**src/rtl/seg_scan6_if.sv**
```systemverilog
// Display-side bundle for seg_scan6: six BCD digits and set flags in, multiplexed
// digit enables, segments, decimal point and frame strobe out.
interface seg_scan6_if;
    logic [3:0] hour_H;
    logic [3:0] hour_L;
    logic [3:0] min_H;
    logic [3:0] min_L;
    logic [3:0] sec_H;
    logic [3:0] sec_L;
    logic       set_H;
    logic       set_L;
    logic [5:0] an;
    logic [6:0] seg;
    logic       dp;
    logic       frame_tick;

    modport master (
        output hour_H, hour_L, min_H, min_L, sec_H, sec_L, set_H, set_L,
        input  an, seg, dp, frame_tick
    );

    modport slave (
        input  hour_H, hour_L, min_H, min_L, sec_H, sec_L, set_H, set_L,
        output an, seg, dp, frame_tick
    );
endinterface

```
**src/rtl/seg_scan6.sv**
```systemverilog
// 6-digit common-anode 7-segment scanner (HH.MM.SS) with per-frame snapshot and hour blink.
// Optional macro SEG_SCAN_LZB_EN blanks the hour tens digit when it is zero.
//
// state | meaning
// DIG0  | sec_L slot   (an bit 0)
// DIG1  | sec_H slot   (an bit 1)
// DIG2  | min_L slot   (an bit 2, dp lit)
// DIG3  | min_H slot   (an bit 3)
// DIG4  | hour_L slot  (an bit 4, dp lit, blinks with set_L)
// DIG5  | hour_H slot  (an bit 5, blinks with set_H)
module seg_scan6 #(
    parameter int SCAN_DIV     = 50000,
    parameter int BLINK_FRAMES = 64
) (
    input  logic       clk,
    input  logic       clr_n,
    seg_scan6_if.slave io_bus
);

    localparam int PW = (SCAN_DIV > 2) ? $clog2(SCAN_DIV) : 1;
    localparam int BW = $clog2(BLINK_FRAMES + 1);
    localparam logic [PW-1:0] PRESC_LAST = PW'(SCAN_DIV - 1);
    localparam logic [BW-1:0] BLINK_LAST = BW'(BLINK_FRAMES - 1);

    typedef enum logic [2:0] {
        DIG0 = 3'd0,
        DIG1 = 3'd1,
        DIG2 = 3'd2,
        DIG3 = 3'd3,
        DIG4 = 3'd4,
        DIG5 = 3'd5
    } digit_e;

    digit_e          r_digit;
    digit_e          w_digit_nxt;
    logic [PW-1:0]   r_presc;
    logic [BW-1:0]   r_blink_cnt;
    logic            r_blink_phase;
    logic [5:0][3:0] r_snap;

    logic [5:0]      r_an;
    logic [6:0]      r_seg;
    logic            r_dp;
    logic            r_frame_tick;

    logic            w_slot_end;
    logic            w_frame_start;
    logic [3:0]      w_digit_val;
    logic [5:0]      w_an;
    logic [6:0]      w_seg;
    logic            w_dp;
    logic            w_blank;

    function automatic logic [6:0] f_seg7(input logic [3:0] i_bcd);
        logic [6:0] v_pat;
        case (i_bcd)
            4'd0:    v_pat = 7'b1000000;
            4'd1:    v_pat = 7'b1111001;
            4'd2:    v_pat = 7'b0100100;
            4'd3:    v_pat = 7'b0110000;
            4'd4:    v_pat = 7'b0011001;
            4'd5:    v_pat = 7'b0010010;
            4'd6:    v_pat = 7'b0000010;
            4'd7:    v_pat = 7'b1111000;
            4'd8:    v_pat = 7'b0000000;
            4'd9:    v_pat = 7'b0010000;
            default: v_pat = 7'b0111111;
        endcase
        return v_pat;
    endfunction

    assign w_slot_end    = (r_presc == PRESC_LAST);
    assign w_frame_start = w_slot_end && (r_digit == DIG5);

    always_ff @(posedge clk or negedge clr_n) begin
        if (!clr_n) begin
            r_presc <= '0;
        end else if (w_slot_end) begin
            r_presc <= '0;
        end else begin
            r_presc <= r_presc + PW'(1);
        end
    end

    always_ff @(posedge clk or negedge clr_n) begin
        if (!clr_n) begin
            r_digit <= DIG0;
        end else begin
            r_digit <= w_digit_nxt;
        end
    end

    always_comb begin
        w_digit_nxt = r_digit;
        if (w_slot_end) begin
            case (r_digit)
                DIG0:    w_digit_nxt = DIG1;
                DIG1:    w_digit_nxt = DIG2;
                DIG2:    w_digit_nxt = DIG3;
                DIG3:    w_digit_nxt = DIG4;
                DIG4:    w_digit_nxt = DIG5;
                DIG5:    w_digit_nxt = DIG0;
                default: w_digit_nxt = DIG0;
            endcase
        end
    end

    // Whole-frame snapshot keeps a digit rollover from tearing across the display.
    always_ff @(posedge clk or negedge clr_n) begin
        if (!clr_n) begin
            r_snap <= '0;
        end else if (w_frame_start) begin
            r_snap <= {io_bus.hour_H, io_bus.hour_L, io_bus.min_H,
                       io_bus.min_L,  io_bus.sec_H,  io_bus.sec_L};
        end
    end

    always_ff @(posedge clk or negedge clr_n) begin
        if (!clr_n) begin
            r_blink_cnt   <= '0;
            r_blink_phase <= 1'b0;
        end else if (w_frame_start) begin
            if (r_blink_cnt == BLINK_LAST) begin
                r_blink_cnt   <= '0;
                r_blink_phase <= ~r_blink_phase;
            end else begin
                r_blink_cnt   <= r_blink_cnt + BW'(1);
            end
        end
    end

    always_comb begin
        w_digit_val = 4'h0;
        case (r_digit)
            DIG0:    w_digit_val = r_snap[0];
            DIG1:    w_digit_val = r_snap[1];
            DIG2:    w_digit_val = r_snap[2];
            DIG3:    w_digit_val = r_snap[3];
            DIG4:    w_digit_val = r_snap[4];
            DIG5:    w_digit_val = r_snap[5];
            default: w_digit_val = 4'h0;
        endcase
    end

    // Set flags are taken live so blinking reacts immediately to the setting buttons.
    assign w_blank = r_blink_phase &&
                     (((r_digit == DIG5) && io_bus.set_H) ||
                      ((r_digit == DIG4) && io_bus.set_L));

    always_comb begin
        w_an  = 6'h3F;
        w_seg = f_seg7(w_digit_val);
        w_dp  = ~((r_digit == DIG2) || (r_digit == DIG4));
        if (r_presc != '0) begin
            w_an = ~(6'b000001 << r_digit);
        end
`ifdef SEG_SCAN_LZB_EN
        if ((r_digit == DIG5) && (r_snap[5] == 4'h0)) begin
            w_seg = 7'h7F;
        end
`endif
        if (w_blank) begin
            w_seg = 7'h7F;
            w_dp  = 1'b1;
        end
    end

    always_ff @(posedge clk or negedge clr_n) begin
        if (!clr_n) begin
            r_an         <= 6'h3F;
            r_seg        <= 7'h7F;
            r_dp         <= 1'b1;
            r_frame_tick <= 1'b0;
        end else begin
            r_an         <= w_an;
            r_seg        <= w_seg;
            r_dp         <= w_dp;
            r_frame_tick <= w_frame_start;
        end
    end

    assign io_bus.an         = r_an;
    assign io_bus.seg        = r_seg;
    assign io_bus.dp         = r_dp;
    assign io_bus.frame_tick = r_frame_tick;

endmodule

```
**src/flat_wrapper.sv**
```systemverilog
// flat-port wrapper written by rule: the top's interface ports become plain ports
module seg_scan6_flat 
#(
    parameter int SCAN_DIV     = 50000,
    parameter int BLINK_FRAMES = 64
)
  (clk, clr_n, io_bus_hour_H, io_bus_hour_L, io_bus_min_H, io_bus_min_L, io_bus_sec_H, io_bus_sec_L, io_bus_set_H, io_bus_set_L, io_bus_an, io_bus_seg, io_bus_dp, io_bus_frame_tick);
  seg_scan6_if io_bus_i ();
  input  logic clk;
  input  logic clr_n;
  input wire logic [$bits(io_bus_i.hour_H)-1:0] io_bus_hour_H;
  input wire logic [$bits(io_bus_i.hour_L)-1:0] io_bus_hour_L;
  input wire logic [$bits(io_bus_i.min_H)-1:0] io_bus_min_H;
  input wire logic [$bits(io_bus_i.min_L)-1:0] io_bus_min_L;
  input wire logic [$bits(io_bus_i.sec_H)-1:0] io_bus_sec_H;
  input wire logic [$bits(io_bus_i.sec_L)-1:0] io_bus_sec_L;
  input wire logic [$bits(io_bus_i.set_H)-1:0] io_bus_set_H;
  input wire logic [$bits(io_bus_i.set_L)-1:0] io_bus_set_L;
  output wire logic [$bits(io_bus_i.an)-1:0] io_bus_an;
  output wire logic [$bits(io_bus_i.seg)-1:0] io_bus_seg;
  output wire logic [$bits(io_bus_i.dp)-1:0] io_bus_dp;
  output wire logic [$bits(io_bus_i.frame_tick)-1:0] io_bus_frame_tick;
  assign io_bus_i.hour_H = io_bus_hour_H;
  assign io_bus_i.hour_L = io_bus_hour_L;
  assign io_bus_i.min_H = io_bus_min_H;
  assign io_bus_i.min_L = io_bus_min_L;
  assign io_bus_i.sec_H = io_bus_sec_H;
  assign io_bus_i.sec_L = io_bus_sec_L;
  assign io_bus_i.set_H = io_bus_set_H;
  assign io_bus_i.set_L = io_bus_set_L;
  assign io_bus_an = io_bus_i.an;
  assign io_bus_seg = io_bus_i.seg;
  assign io_bus_dp = io_bus_i.dp;
  assign io_bus_frame_tick = io_bus_i.frame_tick;
  seg_scan6 #(.SCAN_DIV(SCAN_DIV), .BLINK_FRAMES(BLINK_FRAMES)) u_core (.clk(clk), .clr_n(clr_n), .io_bus(io_bus_i));
endmodule
```
**config.mk**
```make
export PLATFORM = sky130hd
export DESIGN_NAME = seg_scan6_flat
export DESIGN_NICKNAME = d
export VERILOG_FILES = /design/src/rtl/seg_scan6_if.sv /design/src/rtl/seg_scan6.sv /design/src/flat_wrapper.sv
export SDC_FILE = /design/constraint.sdc
export NUM_CORES = 1
export LEC_CHECK = 0
export CORE_MARGIN = 2
export CORE_UTILIZATION = 46
export DETAILED_ROUTE_END_ITERATION = 10
export GPL_TIMING_DRIVEN = 0
export PLACE_DENSITY = 0.75
export REMOVE_ABC_BUFFERS = 1
export SYNTH_ARGS = -nofsm -noshare
export SYNTH_HDL_FRONTEND = slang
export SYNTH_SLANG_ARGS = --single-unit
```
**constraint.sdc**
```tcl
create_clock -name clk -period 2.95 [get_ports clk]
set_input_delay 0.59 -clock clk [delete_from_list [all_inputs] [get_ports clk]]
set_output_delay 0.59 -clock clk [all_outputs]
set_load 0.005 [all_outputs]
```
# Word-level counts from Yosys, hierarchy flattened
# Memories as Yosys holds them, arrays and structs flattened.
# Cells that the tools add are included.
[totals]
reg_bits = 66
latch_bits = 0
mem_bits_rw = 0
romBits = 112
elab_cells = 44
memories = 1
[op_classes]
n_addsub = 2
mul = 0
n_div = 0
order_cmp = 0
eq_ne = 7
shift = 1
mux = 7
bitwise = 3
n_reduce_logical = 9
[mem_list]
columns = ["memory", "depth", "width", "read_ports", "rd_clocked_by_memory_dff", "write_ports", "line_no", "source"]
rows = [
  ["(name not given)", 16, 7, 1, 0, 0, "seg_scan6.sv:56", "case (i_bcd)"],
]
[op_table]
columns = ["cell", "n"]
rows = [
  ["case mux 4 bit (6 select lines)", 1],
  ["adder 16 x 1 -> 16 bit, second input constant", 1],
  ["equality test 16 bit, second input constant", 1],
  ["two-way mux 16 bit", 1],
  ["nonzero test 16 bit", 1],
  ["case mux 3 bit (5 select lines)", 1],
  ["two-way mux 7 bit", 2],
  ["adder 7 x 1 -> 7 bit, second input constant", 1],
  ["equality test 7 x 6 -> 1 bit, second input constant", 1],
  ["equality test 3 x 2 -> 1 bit, second input constant", 2],
  ["equality test 3 bit, second input constant", 2],
  ["two-way mux 6 bit", 1],
  ["inverter 6 bit", 1],
  ["left shift 1 x 3 -> 6 bit, first input constant", 1],
  ["logical AND 1 bit", 4],
  ["equality test 3 x 1 -> 1 bit, second input constant", 1],
  ["logical NOT 3 bit", 1],
  ["logical OR 1 bit", 2],
  ["inverter 1 bit", 2],
  ["AND reduction 2 bit", 1],
  ["two-way mux 1 bit", 1],
]

# Logic depth before layout (Yosys ltp)
# Gate-level depths: netlist of run 1.
[depth]
ltp_word = 5
depth_mapped = 10
ltp_nobuf = 8

# Worst setup path after synthesis of run 1
# No wires, ideal clock.
[synth_timing]
path_type = "register to register"
start = "register u_core.r_digit[0]"
end = "register u_core.r_seg[0] (netlist: u_core.io_bus.seg[0])"
setup_time_ns = 0.091
t_arrival_ns = 1.899
t_required_ns = 2.859
path_slack_ns = 0.960
path_stages_with_launch = 11
path_buffers = 2
cell_sequence = "dfrtp_1 buf_2 buf_2 mux2i_1 nand2_1 a31oi_1 inv_1 ha_1 nor3_1 o211a_1 a31oi_1"
[synth_between]
elab_chain_len = 5
[synth_rtl]
columns = ["item", "line_no", "source"]
rows = [
  ["start: declaration", "seg_scan6.sv:34", "digit_e r_digit;"],
  ["start signal: assignment", "seg_scan6.sv:89", "r_digit <= w_digit_nxt;"],
  ["branches (longest 4 deep; another with memory (16 x 7 bit))", "-", ""],
  ["two-way mux 7 bit (*)", "seg_scan6.sv:162", "if (w_blank) begin"],
  ["via u_core.w_seg[0]", "seg_scan6.sv:50", "logic [6:0] w_seg;"],
  ["end signal: assignment", "seg_scan6.sv:176", "r_seg <= w_seg;"],
  ["end: declaration", "seg_scan6.sv:42", "logic [6:0] r_seg;"],
]
# Mark *: on every way through the listed nets, which the timed path passes.
# A chain may end at the register's enable or synchronous reset.

# Final worst setup path of run 1
[layout_timing]
start = "register u_core.r_presc[11]"
end = "register u_core.r_blink_cnt[0]"
[layout_between]
elab_chain_len = 2
[layout_rtl]
columns = ["item", "line_no", "source"]
rows = [
  ["start: declaration", "seg_scan6.sv:36", "logic [PW-1:0] r_presc;"],
  ["start signal: assignment", "seg_scan6.sv:81", "r_presc <= r_presc + PW'(1);"],
  ["equality test 16 bit", "seg_scan6.sv:72", "assign w_slot_end = (r_presc == PRESC_LAST);"],
  ["logical AND 1 bit", "seg_scan6.sv:73", "assign w_frame_start = w_slot_end && (r_digit == DIG5);"],
  ["end signal: assignment", "seg_scan6.sv:127", "r_blink_cnt <= r_blink_cnt + BW'(1);"],
  ["end: declaration", "seg_scan6.sv:37", "logic [BW-1:0] r_blink_cnt;"],
]
# No other way between the ends.

==> impl_results.md, run 1 <==
- Outcome: finished, final reports clean
- Worst hold-check path type: in2async
- Placed inst area: 0.00370 mm²
- Largest area contributor in the synthesized netlist: sky130_fd_sc_hd__dfrtp_1
- Hold Vio Cnt, Final: 0
- Layout Skew: 0.00949 ns
- Total global routing overflow: 0
- First-iteration detailed-routing DRC count: 161
- Standby leakage power: 1.71 nW
- Post-layout minimum cycle time: 2.55 ns
- Drt first pass iters: 4
- Upper clock frequency limit: 392 MHz
- Number of antenna violations at the first check in global routing: 0
- Ys flop type: sky130_fd_sc_hd__dfrtp_1
- Max-cap check violation count: 0
- Area of the die: 0.00771 mm²
- ANT nets after route: 0
- Number of clock buffers inserted by TritonCTS: 9
- Measured slew at the worst slew-check pin: 0.825 ns
- Critical Path Source Type: flop
- Routability Congestion: 0.767
- Root Driver: sky130_fd_sc_hd__clkbuf_8
- Global-route wire length before repair: 9890 µm
- Leading post-synthesis cells by cell area: sky130_fd_sc_hd__dfrtp_1 (40%), sky130_fd_sc_hd__dfstp_2 (11%), sky130_fd_sc_hd__mux2_4 (11%)
- Relative slew slack: 44.8%
- Max Root-Sink Buffers: 2
- TritonCTS clock tree: yes
- Yosys reg bits: 66
- Starting Density: 47.6%
- Worst Slack Setup Final: 0.399 ns
- Area share of the largest cell type after synthesis: 40.3%
- Startpoint of the most critical register-to-register path: u_core.r_presc[11]
- Fill cell count: 574
- Unrepaired setup endpoints after global routing: no
- Mean instance size in the synthesized netlist: 11.9 µm²
- Worst-path maximum fanout: 32
- Ratio of cells with drive above 1 in the final layout: 20.8%
- Total wire length after detailed routing: 6130 µm
- Worst R2R Setup Slack: 0.40 ns
- Endpoints failing setup: 0
- Power density of the placed cells: 459 mW/mm²
- Post-synthesis cell type count: 50
- Die extent in x: 87.8 µm
- Sum of net half-perimeters after detailed placement: 4230 µm
- End of the worst register-to-register path: u_core.r_blink_cnt[0]
- Vias per cell: 5.25
- Buffers inserted by post-CTS timing repair: 0
- Drc violations: 0
- Worst skew pair latency: 0.34 ns
- Clock Sink Count: 66
- Asr flop ratio synth: 100%
- Top-level port count: 43
- Final Cell Area: 0.00389 mm²
- Maximum level of the CTS H-tree: 3
- Number of port buffers: 42
- Seq. cell area: 0.00167 mm²
- Synth-to-Final Area Change: 20.2%
- Floorplan Core Area: 0.00679 mm²
- Clk pin slew, worst setup/hold paths: 0.07 ns
- Count of cells along the worst register-to-register path: 5
- Dominant cell by count in the synthesized netlist: sky130_fd_sc_hd__dfrtp_1
- Number of global-route vias before repair: 2,140
- Post-route fraction of the period consumed by the critical path: 86.5%
- Max-slew violation count: 0
- Ant. Diodes: 0
- Tot GR Track Use: 16.7%
- Combined area of all synthesized cells: 0.00323 mm²
- Post-synthesis cell count: 271
- Height of the chip: 87.8 µm
- Most numerous cell types in the synthesized netlist: sky130_fd_sc_hd__dfrtp_1 (52), sky130_fd_sc_hd__mux2_4 (23), sky130_fd_sc_hd__nand3_1 (20), sky130_fd_sc_hd__nor2_1 (16)
- Critical Setup Path Class: reg2reg
- Data arrival at the endpoint of the critical path: 2.83 ns
- Maximum number of pins on one net before global-route repair: 67
- Number of cell rows: 30
- Place WS: -0.0119 ns
- Count of flip-flops with a built-in enable after synthesis: 0
- Post-layout net count: 348
- Endpoint class of the critical path: flop
- Wire per inst: 14.8 µm
- Sequential element share of the synthesized area: 51.6%
- Via count: 2,167
- Area used by multi-input combinational logic: 0.00146 mm²
- Critical Path RT: 3.23 ns
- Warnings, synthesis: 0
- Maximum vdd drop: 0.274 mV
## power by group
part,internal (W),total (W),switching (W)
sequential,0.000936,0.000947,0.0000116
combinational,0.0000820,0.000132,0.0000504
clock,0.000372,0.000702,0.000330
## per-stage QoR
stage          total power (W)  std cells  hold WS, ns  utilization, %  setup TNS, ns
3_3_place_gp           0.00109        397        0.465            54.5         -41.41
6_report               0.00178        413        0.328            57.2              0
5_1_grt                0.00184        413        0.396            57.2              0
4_1_cts                0.00180        413        0.367            57.2              0
3_5_place_dp           0.00110        397        0.469            54.4        -0.0119
2_1_floorplan          0.00101        259        0.294               -              0
## final cells by class
| class | count | area share (%) |
|---|---|---|
| clock buffer | 14 | 4.44 |
| timing repair buffer | 42 | 10.8 |
| inverter | 10 | 0.966 |
| sequential | 66 | 43.0 |
| tap | 96 | 3.09 |
| clock inverter | 2 | 0.258 |
| multi-input combinational | 183 | 37.5 |
## registers in the layout, indices dropped and copies added (netlist names)
name	cells
u_core.r_presc	16
u_core.r_snap	24
u_core.r_digit	3
u_core.io_bus.frame_tick	1
u_core.io_bus.seg	7
u_core.io_bus.dp	1
u_core.r_blink_phase	1
u_core.io_bus.an	6
u_core.r_blink_cnt	7
## worst max-delay path, cell delays in order, from the launching register on
cell	delay, ns
sky130_fd_sc_hd__dfrtp_1	0.43
sky130_fd_sc_hd__or4_4	0.55
sky130_fd_sc_hd__nor4_4	0.37
sky130_fd_sc_hd__nand3_4	0.55
sky130_fd_sc_hd__or3_1	0.52
sky130_fd_sc_hd__nand2_1	0.07
## cell usage in the layout, fill, tap and decap left out, drive strengths merged, types with 6 or more instances in the layout
cell,n
ha,8
nor2,16
nand3,21
clkdlybuf4s50,41
xor2,8
inv,10
clkbuf,14
dfstp,14
mux2i,7
dfrtp,52
mux2,29
a31oi,6
o21ai,8
xnor2,9
nand2,14
## routing by layer
metal / vias up / part of all wire, % / global-route usage [%]
met5: - / 0 / 0
li1: 1040 / - / -
met4: 0 / 1.9 / 7.55
met1: 1084 / 48 / 22.6
met3: 8 / 2.6 / 2.83
met2: 35 / 48 / 26.4
## cells by family (layout without fill, tap and decap cells)
family	after synthesis	after routing	synth area share, %
adder cells (fa/ha/maj)	8	8	3.10
AND/OR/NAND/NOR	83	83	14.0
AO/OA/AOI/OAI	39	39	8.29
buffers and inverters	22	68	3.41
flip-flops	66	66	51.6
XOR/XNOR	17	17	4.61
multiplexers	36	36	14.9
## how the worst max path moves through the flow
stage                             startpoint                    end  cells after the start
after floorplan            u_core.r_digit[0]  u_core.r_blink_cnt[0]                      5
after global placement                 clr_n  u_core.r_blink_cnt[6]                      1
after detailed placement   u_core.r_digit[0]  u_core.r_blink_cnt[0]                      5
after CTS                  u_core.r_digit[0]  u_core.r_blink_cnt[0]                      5
after global routing       u_core.r_presc[0]  u_core.r_blink_cnt[0]                      6
final                     u_core.r_presc[11]  u_core.r_blink_cnt[0]                      5
## repair_timing
item	CTS	global route
resized for setup	1	1
hold buffers	0	0
endpoints found under the setup margin	1	3
endpoints found under the hold margin	0	0
pin swaps	0	0
No activity file was read; power rests on OpenSTA's default activity.
==> run 2, diff against run 1 <==
--- a/config.mk
+++ b/config.mk
@@ -7,6 +7,7 @@
 export LEC_CHECK = 0
 export CORE_MARGIN = 2
 export CORE_UTILIZATION = 46
+export CTS_BUF_LIST = sky130_fd_sc_hd__clkbuf_8 sky130_fd_sc_hd__clkbuf_16
 export DETAILED_ROUTE_END_ITERATION = 10
 export GPL_TIMING_DRIVEN = 0
 export PLACE_DENSITY = 0.75
==> run 2 against run 1 <==
Core utilization unchanged. Sequential share of layout area unchanged. Combinational power about the same. Clock power decreased by 0.9%. Critical path type unchanged. Critical endpoint unchanged. Total power decreased by 0.36%.
==> impl_results.md, run 2 (synthesized netlist as in run 1, its figures left out) <==
- Total wire length after detailed routing: 6130 µm (about the same)
- Post-layout net count: 348 (unchanged)
- Sum of net half-perimeters after detailed placement: 4230 µm (unchanged)
- Number of flip-flops under the largest register name: 24 (unchanged)
- ANT nets after route: 0 (unchanged)
- Ratio of cells with drive above 1 in the final layout: 20.8% (unchanged)
- Area of the die: 0.00771 mm² (unchanged)
- Critical Path RT: 3.23 ns (about the same)
- Number of antenna violations at the first check in global routing: 0 (unchanged)
- Critical path, cell by cell: or4_4, nor4_4, nand3_4, or3_1, nand2_1 (unchanged)
- Height of the chip: 87.8 µm (unchanged)
- Relative slew slack: 44.8% (unchanged)
- Max Root-Sink Buffers: 2 (unchanged)
- Met2 layer wire length in the routed design: 2930 µm (about the same)
- Global-route wire length before repair: 9890 µm (unchanged)
- Number of clock buffers inserted by TritonCTS: 9 (unchanged)
- Top flop regs: u_core.r_snap (24), u_core.r_presc (16) (unchanged)
- End of the worst register-to-register path: u_core.r_blink_cnt[0] (unchanged)
- Worst Slack Setup Final: 0.399 ns (about the same)
- Met3 wire length: 157 µm (unchanged)
- Total global routing overflow: 0 (unchanged)
- Combinational Power Share: 7.5% (was 7.4%)
- Most frequent standard cell in the layout excluding fill and tap cells: sky130_fd_sc_hd__dfrtp_1 (unchanged)
- Place WS: -0.0119 ns (unchanged)
- Endpoint class of the critical path: flop (unchanged)
- Final total power: 0.00178 W (about the same)
- Clock share of power: 39.2% (was 39.4%)
- Outcome: finished, final reports clean (unchanged)
- Drt first pass iters: 4 (unchanged)
- Clk pin slew, worst setup/hold paths: 0.07 ns (about the same)
- Crit-path leading delay family: simple AND/OR/NAND/NOR gates (unchanged)
- Met1 layer wirelength in the final routing: 2930 µm (about the same)
- Root Driver: sky130_fd_sc_hd__clkbuf_8 (unchanged)
- Synth-to-Final Area Change: 20.2% (unchanged)
- Startpoint of the most critical register-to-register path: u_core.r_presc[11] (unchanged)
- Fraction of power consumed by sequential logic: 53.3% (was 53.2%)
- Maximum number of pins on one net before global-route repair: 67 (unchanged)
- Endpoints failing setup: 0 (unchanged)
- TritonCTS clock tree: yes (unchanged)
- Upper clock frequency limit: 392 MHz (about the same)
- Critical path capture point: u_core.r_blink_cnt[0] (unchanged)
- Cell-internal power: 0.00138 W (was 0.00139 W)
- Delay of the slowest cell on the worst path: 0.55 ns (about the same)
- Slowest CP cell: sky130_fd_sc_hd__or4_4 (unchanged)
- Vias per cell: 5.25 (unchanged)
- Worst skew pair latency: 0.34 ns (about the same)
- Unrepaired setup endpoints after global routing: no (unchanged)
- Tot GR Track Use: 16.7% (unchanged)
- Routability Congestion: 0.767 (unchanged)
- Die extent in x: 87.8 µm (unchanged)
- Via count: 2,167 (unchanged)
- Ant. Diodes: 0 (unchanged)
- Register bank with the most flops: u_core.r_snap (unchanged)
- Crit. path cell count: 5 (unchanged)
- Number of port buffers: 42 (unchanged)
- Hold Vio Cnt, Final: 0 (unchanged)
- Floorplan Core Area: 0.00679 mm² (unchanged)
- Count of cells along the worst register-to-register path: 5 (unchanged)
- Max-slew violation count: 0 (unchanged)
- Drc violations: 0 (unchanged)
- Most frequent cells in the layout: sky130_fd_sc_hd__dfrtp_1 (51), sky130_fd_sc_hd__clkdlybuf4s50_1 (41), sky130_fd_sc_hd__mux2_4 (23), sky130_fd_sc_hd__nand3_1 (20), sky130_fd_sc_hd__nor2_1 (16) (unchanged)
- Data arrival at the endpoint of the critical path: 2.83 ns (about the same)
- Power density of the placed cells: 457 mW/mm² (was 459 mW/mm²)
- Measured slew at the worst slew-check pin: 0.825 ns (unchanged)
- Power spent charging and discharging nets: 0.000393 W (was 0.000392 W)
- Maximum vdd drop: 0.274 mV (about the same)
- Buffers inserted by post-CTS timing repair: 0 (unchanged)
- Wire per inst: 14.8 µm (about the same)
- Crit path buffers/inverters: 0 (unchanged)
- Clock Sink Count: 66 (unchanged)
- Standby leakage power: 1.71 nW (about the same)
- Worst R2R Setup Slack: 0.40 ns (about the same)
- Starting Density: 47.6% (unchanged)
- Max-cap check violation count: 0 (unchanged)
- First-iteration detailed-routing DRC count: 161 (unchanged)
- Critical Setup Path Class: reg2reg (unchanged)
- Worst hold-check path type: in2async (unchanged)
- Layout Skew: 0.00949 ns (about the same)
- Switching share of total power: 22.1% (was 22.0%)
- Post-layout minimum cycle time: 2.55 ns (about the same)
- Maximum level of the CTS H-tree: 3 (unchanged)
- Number of cell rows: 30 (unchanged)
- Post-route fraction of the period consumed by the critical path: 86.5% (about the same)
- Top-level port count: 43 (unchanged)
- Number of global-route vias before repair: 2,140 (unchanged)
- Uppermost metal layer occupied by signal nets: met4 (unchanged)
- Source of the critical timing path: u_core.r_presc[11] (unchanged)
- Critical Path Source Type: flop (unchanged)
- Worst-path maximum fanout: 32 (unchanged)
run 2: final cells by class:
class	instances	area, µm²
fill	574	2910
multi-input combinational	183	1460
timing repair buffer	42	418
inverter	10	37.5
clock inverter	4	17.5
sequential	66	1670
tap	96	120
clock buffer	12	165
run 2: routing by layer:
| metal | GRT usage, % | vias up |
|---|---|---|
| met2 | 26.4 | 35 |
| met4 | 7.55 | 0 |
| met5 | 0 | - |
| met3 | 2.83 | 8 |
| met1 | 22.6 | 1083 |
| li1 | - | 1041 |
run 2: worst register-to-register path: stages, from the launching register on:
cell	delay [ns]
sky130_fd_sc_hd__dfrtp_1	0.43
sky130_fd_sc_hd__or4_4	0.55
sky130_fd_sc_hd__nor4_4	0.37
sky130_fd_sc_hd__nand3_4	0.55
sky130_fd_sc_hd__or3_1	0.53
sky130_fd_sc_hd__nand2_1	0.07
run 2: worst min path at each step:
stage	startpoint	to	slack (ns)	cells after the start
6_report	clr_n	u_core.r_snap[15]	0.33	1
5_1_grt	clr_n	u_core.r_snap[15]	0.40	1
4_1_cts	clr_n	u_core.r_snap[11]	0.37	1
3_5_place_dp	u_core.r_blink_phase	u_core.r_blink_phase	0.47	1
3_3_place_gp	u_core.r_blink_phase	u_core.r_blink_phase	0.46	1
2_1_floorplan	clr_n	u_core.io_bus.frame_tick	0.29	0
run 2: metrics by stage:
step | cells | setup TNS (ns) | area, µm² | util (%) | hold slack (ns)
2_1_floorplan | 259 | 0 | 3160 | - | 0.294
3_3_place_gp | 397 | -41.41 | 3700 | 54.5 | 0.465
3_5_place_dp | 397 | -0.0119 | 3700 | 54.4 | 0.469
4_1_cts | 413 | 0 | 3880 | 57.2 | 0.367
5_1_grt | 413 | 0 | 3890 | 57.2 | 0.396
6_report | 413 | 0 | 3890 | 57.2 | 0.327
run 2: timing repair:
action | CTS | global route
hold buffers | 0 | 0
setup endpoints to repair | 1 | 3
resized for setup | 1 | 1
pin swaps | 0 | 0
run 2: power by group through the flow:
| stage | registers, W | logic (W) | clock network, W |
|---|---|---|---|
| after floorplan | 0.000961 | 0.0000532 | 0 |
| after global placement | 0.000963 | 0.000130 | 0 |
| after detailed placement | 0.000964 | 0.000134 | 0 |
| after CTS | 0.000947 | 0.000134 | 0.000709 |
| after global routing | 0.000949 | 0.000145 | 0.000738 |
| final | 0.000947 | 0.000132 | 0.000696 |
==> run 3, diff against run 2 <==
--- a/config.mk
+++ b/config.mk
@@ -8,9 +8,10 @@
 export CORE_MARGIN = 2
 export CORE_UTILIZATION = 46
 export CTS_BUF_LIST = sky130_fd_sc_hd__clkbuf_8 sky130_fd_sc_hd__clkbuf_16
+export CTS_CLUSTER_DIAMETER = 120
 export DETAILED_ROUTE_END_ITERATION = 10
 export GPL_TIMING_DRIVEN = 0
-export PLACE_DENSITY = 0.75
+export PLACE_DENSITY = 0.77
 export REMOVE_ABC_BUFFERS = 1
 export SYNTH_ARGS = -nofsm -noshare
 export SYNTH_HDL_FRONTEND = slang
==> constraint.sdc (replaced) <==
create_clock -name clk -period 2.1 [get_ports clk]
set_input_delay 0.42 -clock clk [delete_from_list [all_inputs] [get_ports clk]]
set_output_delay 0.42 -clock clk [all_outputs]
set_load 0.005 [all_outputs]
==> run 3 against run 2 <==
The flow now finishes with violations (setup timing). Cell count rose by 5.6%. Fmax is 21% higher. Via count up 7.1%. Non-clock buffer count up 22. First-iteration DRC count down 16%. Count of clock-buffer cells in the layout is 2 lower. Largest cell class unchanged.
==> impl_results.md, run 3 (synthesized netlist as in run 1, its figures left out) <==
- Number of port buffers: 42 (unchanged)
- Max-cap check violation count: 0 (unchanged)
- Number of cell rows: 30 (unchanged)
- Worst Slack Setup Final: -0.0109 ns (was 0.399 ns)
- Clock share of power: 44.2% (was 39.2%)
- Synth-to-Final Area Change: 32.1% (was 20.2%)
- Routability Congestion: 0.836 (was 0.767)
- Violated checks: setup timing
- Finished Core Util: 62.8% (was 57.2%)
- Max-slew violation count: 0 (unchanged)
- Power density of the placed cells: 641 mW/mm² (was 457 mW/mm²)
- Register bank with the most flops: u_core.r_snap (unchanged)
- Top flop regs: u_core.r_snap (24), u_core.r_presc (16) (unchanged)
- Ant. Diodes: 0 (unchanged)
- Critical Path RT: 2.36 ns (was 3.23 ns)
- Worst R2R Setup Slack: -0.01 ns (was 0.40 ns)
- Total global routing overflow: 0 (unchanged)
- Slowest CP cell: sky130_fd_sc_hd__dfrtp_4 (was sky130_fd_sc_hd__or4_4)
- Worst skew pair latency: 0.35 ns (was 0.34 ns)
- Worst-path maximum fanout: 11 (was 32)
- Combinational Power Share: 7.2% (was 7.5%)
- Fraction of power consumed by sequential logic: 48.7% (was 53.3%)
- Relative slew slack: 47.9% (was 44.8%)
- Number of global-route vias before repair: 2,257 (was 2,140)
- ANT nets after route: 0 (unchanged)
- Delay of the slowest cell on the worst path: 0.53 ns (was 0.55 ns)
- Fill cell count: 505 (was 574)
- Hold Vio Cnt, Final: 0 (unchanged)
- TritonCTS clock tree: yes (unchanged)
- Upper clock frequency limit: 474 MHz (was 392 MHz)
- Critical Path Source Type: flop (unchanged)
- Final total power: 0.00273 W (was 0.00178 W)
- Post-layout net count: 371 (was 348)
- Standby leakage power: 1.90 nW (was 1.71 nW)
- Critical path, cell by cell: inv_1, a21o_1, a31oi_4, buf_4, ha_1, mux2_2, a32oi_1 (was or4_4, nor4_4, nand3_4, or3_1, nand2_1)
- Final hold slack: 0.157 ns (was 0.327 ns)
- Endpoints failing setup: 3 (was 0)
- End of the worst register-to-register path: u_core.io_bus.seg[4] (was u_core.r_blink_cnt[0])
- First-iteration detailed-routing DRC count: 135 (was 161)
- Placed inst area: 0.00370 mm² (unchanged)
- Maximum number of pins on one net before global-route repair: 67 (unchanged)
- Area of the die: 0.00771 mm² (unchanged)
- Outcome: finished, violations left (was finished, final reports clean)
- Floorplan Core Area: 0.00679 mm² (unchanged)
- Wire per inst: 16.3 µm (was 14.8 µm)
- CTS Hold Bufs: 0 (unchanged)
- Area used by multi-input combinational logic: 0.00155 mm² (was 0.00146 mm²)
- Seq. cell area: 0.00168 mm² (was 0.00167 mm²)
- Number of flip-flops under the largest register name: 24 (unchanged)
- Critical Setup Path Class: reg2reg (unchanged)
- Total wire length after detailed routing: 7130 µm (was 6130 µm)
- Ratio of cells with drive above 1 in the final layout: 30.6% (was 20.8%)
- Layout Skew: 0.0114 ns (was 0.00949 ns)
- Endpoint class of the critical path: flop (unchanged)
- Cell-internal power: 0.00214 W (was 0.00138 W)
- Most frequent standard cell in the layout excluding fill and tap cells: sky130_fd_sc_hd__dfrtp_1 (unchanged)
- Number of antenna violations at the first check in global routing: 0 (unchanged)
- Most frequent cells in the layout: sky130_fd_sc_hd__dfrtp_1 (49), sky130_fd_sc_hd__clkdlybuf4s50_1 (41), sky130_fd_sc_hd__mux2_4 (23), sky130_fd_sc_hd__nand3_1 (20), sky130_fd_sc_hd__buf_4 (17) (was sky130_fd_sc_hd__dfrtp_1 (51), sky130_fd_sc_hd__clkdlybuf4s50_1 (41), sky130_fd_sc_hd__mux2_4 (23), sky130_fd_sc_hd__nand3_1 (20), sky130_fd_sc_hd__nor2_1 (16))
- Die extent in x: 87.8 µm (unchanged)
- Tot GR Track Use: 18.1% (was 16.7%)
- Clock Sink Count: 66 (unchanged)
- Startpoint of the most critical register-to-register path: u_core.r_digit[0] (was u_core.r_presc[11])
- Drc violations: 0 (unchanged)
- Measured slew at the worst slew-check pin: 0.781 ns (was 0.825 ns)
- Vias per cell: 5.32 (was 5.25)
- Final Cell Area: 0.00427 mm² (was 0.00389 mm²)
- Top-level port count: 43 (unchanged)
- Power spent charging and discharging nets: 0.000598 W (was 0.000393 W)
- Data arrival at the endpoint of the critical path: 2.37 ns (was 2.83 ns)
- Height of the chip: 87.8 µm (unchanged)
- Sum of net half-perimeters after detailed placement: 4180 µm (was 4230 µm)
- Drt first pass iters: 4 (unchanged)
- Count of cells along the worst register-to-register path: 7 (was 5)
- Place WS: -0.883 ns (was -0.0119 ns)
- Clk pin slew, worst setup/hold paths: 0.08 ns (was 0.07 ns)
- Global-route wire length before repair: 10,600 µm (was 9890 µm)
- Post-layout minimum cycle time: 2.11 ns (was 2.55 ns)
- Worst hold-check path type: in2async (unchanged)
- Unrepaired setup endpoints after global routing: yes (was no)
- Via count: 2,321 (was 2,167)
- Starting Density: 47.6% (unchanged)
- Post-route fraction of the period consumed by the critical path: 101% (was 86.5%)
- Number of clock buffers inserted by TritonCTS: 9 (unchanged)
- Root Driver: sky130_fd_sc_hd__clkbuf_8 (unchanged)
- Switching share of total power: 21.9% (was 22.1%)
- Maximum level of the CTS H-tree: 3 (unchanged)
- Max Root-Sink Buffers: 2 (unchanged)
- Maximum vdd drop: 0.380 mV (was 0.274 mV)
## run 3: critical path, delay by kind of cell, from the launching register on
family	cells	cell delay (ns)
flops	1	0.53
buf+inv	2	0.50
mux	1	0.27
fa+ha+maj	1	0.18
compound gates	3	0.53
## run 3: final cells by class
class	count	area share (%)
Inverter	10	0.880
Tap cell	96	2.81
Timing Repair Buffer	64	15.3
Multi-Input combinational cell	184	36.3
Clock buffer	10	3.22
Sequential cell	66	39.3
Clock inverter	6	2.11
## run 3: stage by stage
stage,TNS [ns],instances
2_1_floorplan,-7.42,259
3_3_place_gp,-110.98,397
6_report,-0.0287,436
4_1_cts,-1.09,427
3_5_place_dp,-27.84,397
5_1_grt,-0.317,436
## run 3: repair_timing
item | in CTS | in global routing
setup endpoints to repair | 48 | 37
buffers inserted | 13 | 9
resized for setup | 15 | 11
pin swaps | 2 | 5
gates cloned | 1 | 1
## run 3: worst max path at each step
stage                                  start                    end  slack [ns]  cells past startpoint
after floorplan            u_core.r_digit[0]  u_core.r_blink_cnt[0]       -0.32                      5
after global placement                 clr_n       u_core.r_snap[6]       -1.43                      1
after detailed placement   u_core.r_digit[0]  u_core.r_blink_cnt[0]       -0.88                      5
after CTS                 u_core.r_presc[10]       u_core.r_snap[7]       -0.08                      7
after global routing       u_core.r_digit[0]   u_core.io_bus.seg[3]       -0.10                      9
final                      u_core.r_digit[0]   u_core.io_bus.seg[4]       -0.01                      7
## run 3: routing by layer
layer	part of all wire (%)	vias up	GRT usage [%]	wire length, µm
li1	-	1096	-	-
met1	46	1152	24.7	3290
met2	49	58	27.7	3460
met3	3.0	15	3.20	213
met4	2.4	0	9.37	168
met5	0	-	0	0
## run 3: power groups by stage
stage,Clock [W],Combinational [W],Sequential (W)
after global routing,0.00126,0.000216,0.00133
after global placement,0,0.000182,0.00135
after detailed placement,0,0.000187,0.00135
after floorplan,0,0.0000748,0.00135
after CTS,0.00121,0.000189,0.00133
final,0.00121,0.000196,0.00133
